## src/rtl/shift_register_pkg.sv

```systemverilog
// Shared mode encoding for the serial-load stimulus array and its channels.
package shift_register_pkg;

  typedef logic [1:0] mode_t;

  localparam mode_t MODE_HOLD   = 2'b00;
  localparam mode_t MODE_SHIFT  = 2'b01;
  localparam mode_t MODE_ROTATE = 2'b10;
  localparam mode_t MODE_CLEAR  = 2'b11;

endpackage

```

## src/rtl/compressor.sv

```systemverilog
// Column compressor under test: reduces the NCH channel words of the flat
// window to their arithmetic sum, NDST bits wide.
module compressor #(
  parameter int NCH   = 31,
  parameter int DEPTH = 31,
  parameter int NDST  = 36
) (
  input  logic [NCH*DEPTH-1:0] src,
  output logic [NDST-1:0]      dst
);

  logic [NDST-1:0] acc;

  always_comb begin
    acc = '0;
    for (int c = 0; c < NCH; c++) begin
      acc = acc + NDST'(src[c*DEPTH +: DEPTH]);
    end
  end

  assign dst = acc;

endmodule

```

## src/rtl/shift_register_array_sr_channel.sv

```systemverilog
// One channel of the stimulus array: a DEPTH-bit register with hold, serial
// shift-in at the LSB, rotate-left and synchronous clear.
module sr_channel
  import shift_register_pkg::*;
#(
  parameter int DEPTH = 31
) (
  input  logic             clk,
  input  logic             rst,
  input  mode_t            mode,
  input  logic             src_bit,
  output logic [DEPTH-1:0] q
);

  always_ff @(posedge clk or posedge rst) begin
    if (rst) begin
      q <= '0;
    end else begin
      case (mode)
        MODE_SHIFT:  q <= {q[DEPTH-2:0], src_bit};
        MODE_ROTATE: q <= {q[DEPTH-2:0], q[DEPTH-1]};
        MODE_CLEAR:  q <= '0;
        default:     q <= q;
      endcase
    end
  end

endmodule

```

## src/rtl/shift_register_array.sv

```systemverilog
// Serial-load stimulus array: NCH shift registers feed the compressor, whose
// result is captured each cycle along with a flag marking a fully loaded window.
module shift_register_array
  import shift_register_pkg::*;
#(
  parameter  int NCH   = 31,
  parameter  int DEPTH = 31,
  parameter  int NDST  = 36,
  localparam int CW    = $clog2(DEPTH + 1)
) (
  input  logic            clk,
  input  logic            rst,
  input  logic [NCH-1:0]  src_,
  input  mode_t           mode,
  output logic [CW-1:0]   fill,
  output logic            full,
  output logic [NDST-1:0] dst,
  output logic            dst_valid
);

  logic [NCH*DEPTH-1:0] window;
  logic [NDST-1:0]      comp_dst;

  for (genvar c = 0; c < NCH; c++) begin : g_chan
    sr_channel #(.DEPTH(DEPTH)) u_chan (
      .clk     (clk),
      .rst     (rst),
      .mode    (mode),
      .src_bit (src_[c]),
      .q       (window[c*DEPTH +: DEPTH])
    );
  end

  compressor #(.NCH(NCH), .DEPTH(DEPTH), .NDST(NDST)) u_compressor (
    .src (window),
    .dst (comp_dst)
  );

  assign full = (fill == CW'(DEPTH));

  // Fill saturates at DEPTH; ROTATE only reorders bits already loaded.
  always_ff @(posedge clk or posedge rst) begin
    if (rst) begin
      fill <= '0;
    end else begin
      case (mode)
        MODE_SHIFT: if (!full) fill <= fill + CW'(1);
        MODE_CLEAR: fill <= '0;
        default:    fill <= fill;
      endcase
    end
  end

  // CLEAR gates the flag so it drops on the same edge the window is wiped.
  always_ff @(posedge clk or posedge rst) begin
    if (rst) begin
      dst       <= '0;
      dst_valid <= 1'b0;
    end else begin
      dst       <= comp_dst;
      dst_valid <= full && (mode != MODE_CLEAR);
    end
  end

endmodule

```

## config.mk

```make
export PLATFORM = sky130hd
export DESIGN_NAME = shift_register_array
export DESIGN_NICKNAME = d
export VERILOG_FILES = /design/src/rtl/shift_register_pkg.sv /design/src/rtl/compressor.sv /design/src/rtl/shift_register_array_sr_channel.sv /design/src/rtl/shift_register_array.sv
export SDC_FILE = /design/constraint.sdc
export NUM_CORES = 2
export LEC_CHECK = 0
export ABC_AREA = 1
export BUFFER_PORTS_ARGS = -buffer_cell sky130_fd_sc_hd__buf_2
export CAP_MARGIN = 10
export CORE_ASPECT_RATIO = 1.25
export CORE_MARGIN = 2
export CORE_UTILIZATION = 40
export DETAILED_ROUTE_END_ITERATION = 10
export SYNTH_ARGS = -nofsm -noshare
export SYNTH_HDL_FRONTEND = slang
export SYNTH_SLANG_ARGS = --single-unit
```

## constraint.sdc

```tcl
create_clock -name clk -period 39 [get_ports clk]
set_input_delay 3.9 -clock clk [delete_from_list [all_inputs] [get_ports clk]]
set_output_delay 3.9 -clock clk [all_outputs]
set_load 0.02 [all_outputs]
```

==> results.sh <==
export IMPL_initial_utilization=0.402
export IMPL_start_kind="flip-flop"
export IMPL_post_cts_resized=0
export IMPL_clock_skew_ns=0.0215
export IMPL_numCtsBuffers=112
export IMPL_synth_cell_type_count=26
export IMPL_hp_class="flip-flop to flip-flop"
export IMPL_grt_pass1_vias=48232
export IMPL_rsz0062_at_grt="false"
export IMPL_overflow=0
export IMPL_max_stage_delay_ns=0.54
export IMPL_cp_max_fo=4
export IMPL_drc=0
export IMPL_fmax_mhz=128
export IMPL_wl_met2_um=84300
export IMPL_place_inst=8773
export IMPL_slew_violations=0
export IMPL_outcome="completed"
export IMPL_cts_tree="built"
export IMPL_viasPerCell=5.07
export IMPL_whs_ns=0.479
export IMPL_io_pins=78
export IMPL_pre_cts_slack_ns=30.69
export IMPL_required_ns=39.60
export IMPL_die_x_um=365
export IMPL_ff_latch_area_um2=25100
export IMPL_vdd_ir_drop_max_mv=0.177
export IMPL_fillers=15574
export IMPL_wl_met3_um=6960
export IMPL_drt_total_wl_um=171000
export IMPL_final_core_util=0.439
export IMPL_wire_per_inst_um=19.1
export IMPL_yosysSeqAreaShare=0.386
export IMPL_ys_ff_latch=1003
export IMPL_final_cell_mix="1510 x nand3_1, 1367 x inv_1, 1003 x dfrtp_1"
export IMPL_syn_avg_cell_area_um2=9.48
export IMPL_antenna_found_initial=4
export IMPL_critPathArrivalTime_ns=8.44
export IMPL_area_growth_pct=9.10
export IMPL_synth_warnings=0
export IMPL_clk_pin_slew_worst_paths_ns=0.06
export IMPL_grt_usage=0.215
export IMPL_period_minus_slack_ns=7.84
export IMPL_clk_latency_ns=0.73
export IMPL_fin_crit_sh=0.201
export IMPL_powerDensity_nw_per_um2=65.4
export IMPL_top_layer_used="met4"
export IMPL_num_rows=165
export IMPL_p_total_mw=4.63
export IMPL_power_leakage_nw=35.6
export IMPL_core_area_um2=162000
export IMPL_grt_pass1_wl_um=280000
export IMPL_critPathKind="flip-flop to flip-flop"
export IMPL_synth_fp_nets=7847
export IMPL_gp_congestion=0.897
export IMPL_dpl_instance_area_um2=67000
export IMPL_cts_sinks=1003
export IMPL_syn_area_um2=65000
export IMPL_final_hold_viol_count=0
export IMPL_drive_above_1_share=0.0470
export IMPL_final_common_cell="nand3_1"
export IMPL_tns_ns=0
export IMPL_hpwl_um=125000
export IMPL_cap_violations=0
export IMPL_cts_root_buf="clkbuf_16"
export IMPL_postCtsSetupBuffers=0
export IMPL_numPortBuffers=77
export IMPL_htreeDepth=3
export IMPL_drt_iter0_markers=3867
export IMPL_fin_area_um2=70900
export IMPL_die_y_um=455
export IMPL_relSlewSlack=0.135
export IMPL_setup_viol=0
export IMPL_multi_input_area_um2=33200
export IMPL_ctsHoldBuffers=0
export IMPL_drt_pass1_iterations=6
export IMPL_layout_nets=7707
export IMPL_antenna_left=0
export IMPL_instances_no_fill=8981
export IMPL_setup_ws_ns=31.16
export IMPL_met1_length_um=75200
export IMPL_tightestPinTransition_ns=1.30
export IMPL_netlist_instances=6856
export IMPL_grt_max_degree=252
export IMPL_vias=45504
export IMPL_crit_top_cell="fa_1"
export IMPL_die_area_um2=166000
export IMPL_clock_path_buffers=3
export IMPL_critical_path_slowest_cell="fa_1"
export IMPL_end_kind="flip-flop"
[path summary, 6_finish.rpt]
kind	start	to	slack, ns	cells after the start
setup reg to reg	g_chan[0].u_chan.q[0]	dst[16]	31.16	29
min in group asynchronous	rst	g_chan[22].u_chan.q[10]	3.23	2
setup / recovery	g_chan[0].u_chan.q[0]	dst[16]	31.16	29
max in group asynchronous	rst	g_chan[3].u_chan.q[28]	31.62	6
hold reg to reg	g_chan[15].u_chan.q[30]	g_chan[15].u_chan.q[0]	0.48	2
hold / removal	g_chan[15].u_chan.q[30]	g_chan[15].u_chan.q[0]	0.48	2
[logic make-up after synthesis]
family	after synthesis	share of synthesized area
AOI/OAI and AO/OA	556	0.0446
and+or+nand+nor	2561	0.178
adders and majority gates	956	0.284
DFF	1003	0.386
xor gates and xnor gates	32	0.00431
buffers and inverters	1748	0.103
[per-layer routing]
layer	GRT usage	up-vias
met2	0.354	1032
met3	0.0214	232
met5	0	-
li1	-	20997
met1	0.303	23243
met4	0.0631	0
[state kept, by name, summed over array words and instances, names as in the netlist]
name             flops
g_chan.u_chan.q    961
dst                 36
fill                 5
dst_valid            1
[final cells by class]
cell class / instances / share of cell area
antenna: 1 / 0.0000353
clock buffer: 156 / 0.0456
clock inverter: 51 / 0.00988
inverter: 1370 / 0.0729
multi-input combinational: 4105 / 0.468
sequential: 1003 / 0.354
tap: 2171 / 0.0383
timing repair buffer: 124 / 0.0111
[worst max-delay path, delay by kind of cell (launching register included)]
| family | cells | cell delay [ns] |
|---|---|---|
| xor gates and xnor gates | 2 | 0.68 |
| adders and majority gates | 11 | 4.90 |
| buffers and inverters | 5 | 0.36 |
| DFF | 1 | 0.38 |
| and+or+nand+nor | 11 | 1.38 |
[power by group]
group / switching (mW) / leakage [nW] / internal (mW) / total, mW
registers: 0.0333 / 13.9 / 1.11 / 1.14
clock network: 0.461 / 1.94 / 0.676 / 1.14
logic: 1.62 / 19.9 / 0.736 / 2.35
[cells in the mapped netlist]
cell	n	share of area
nand2_1	904	0.052
a21oi_1	78	0.0060
nand2b_1	1	0.000096
inv_1	1369	0.079
inv_2	1	0.000058
nor2_1	122	0.0070
fa_1	864	0.27
o21bai_1	2	0.00023
o211ai_1	12	0.0014
nand3_1	1510	0.12
xnor2_1	6	0.00081
a211oi_1	27	0.0031
nand3b_1	1	0.00012
o21ai_0	433	0.033
buf_1	36	0.0021
buf_2	118	0.0091
a21o_1	2	0.00023
clkbuf_1	224	0.013
xor2_1	26	0.0035
dfrtp_1	1003	0.39
ha_1	92	0.018
o21a_1	2	0.00023
nor2_2	2	0.00019
nand4_1	7	0.00067
nor3_1	13	0.0010
nor4_1	1	0.000096
(Power assumes the default switching activity.)
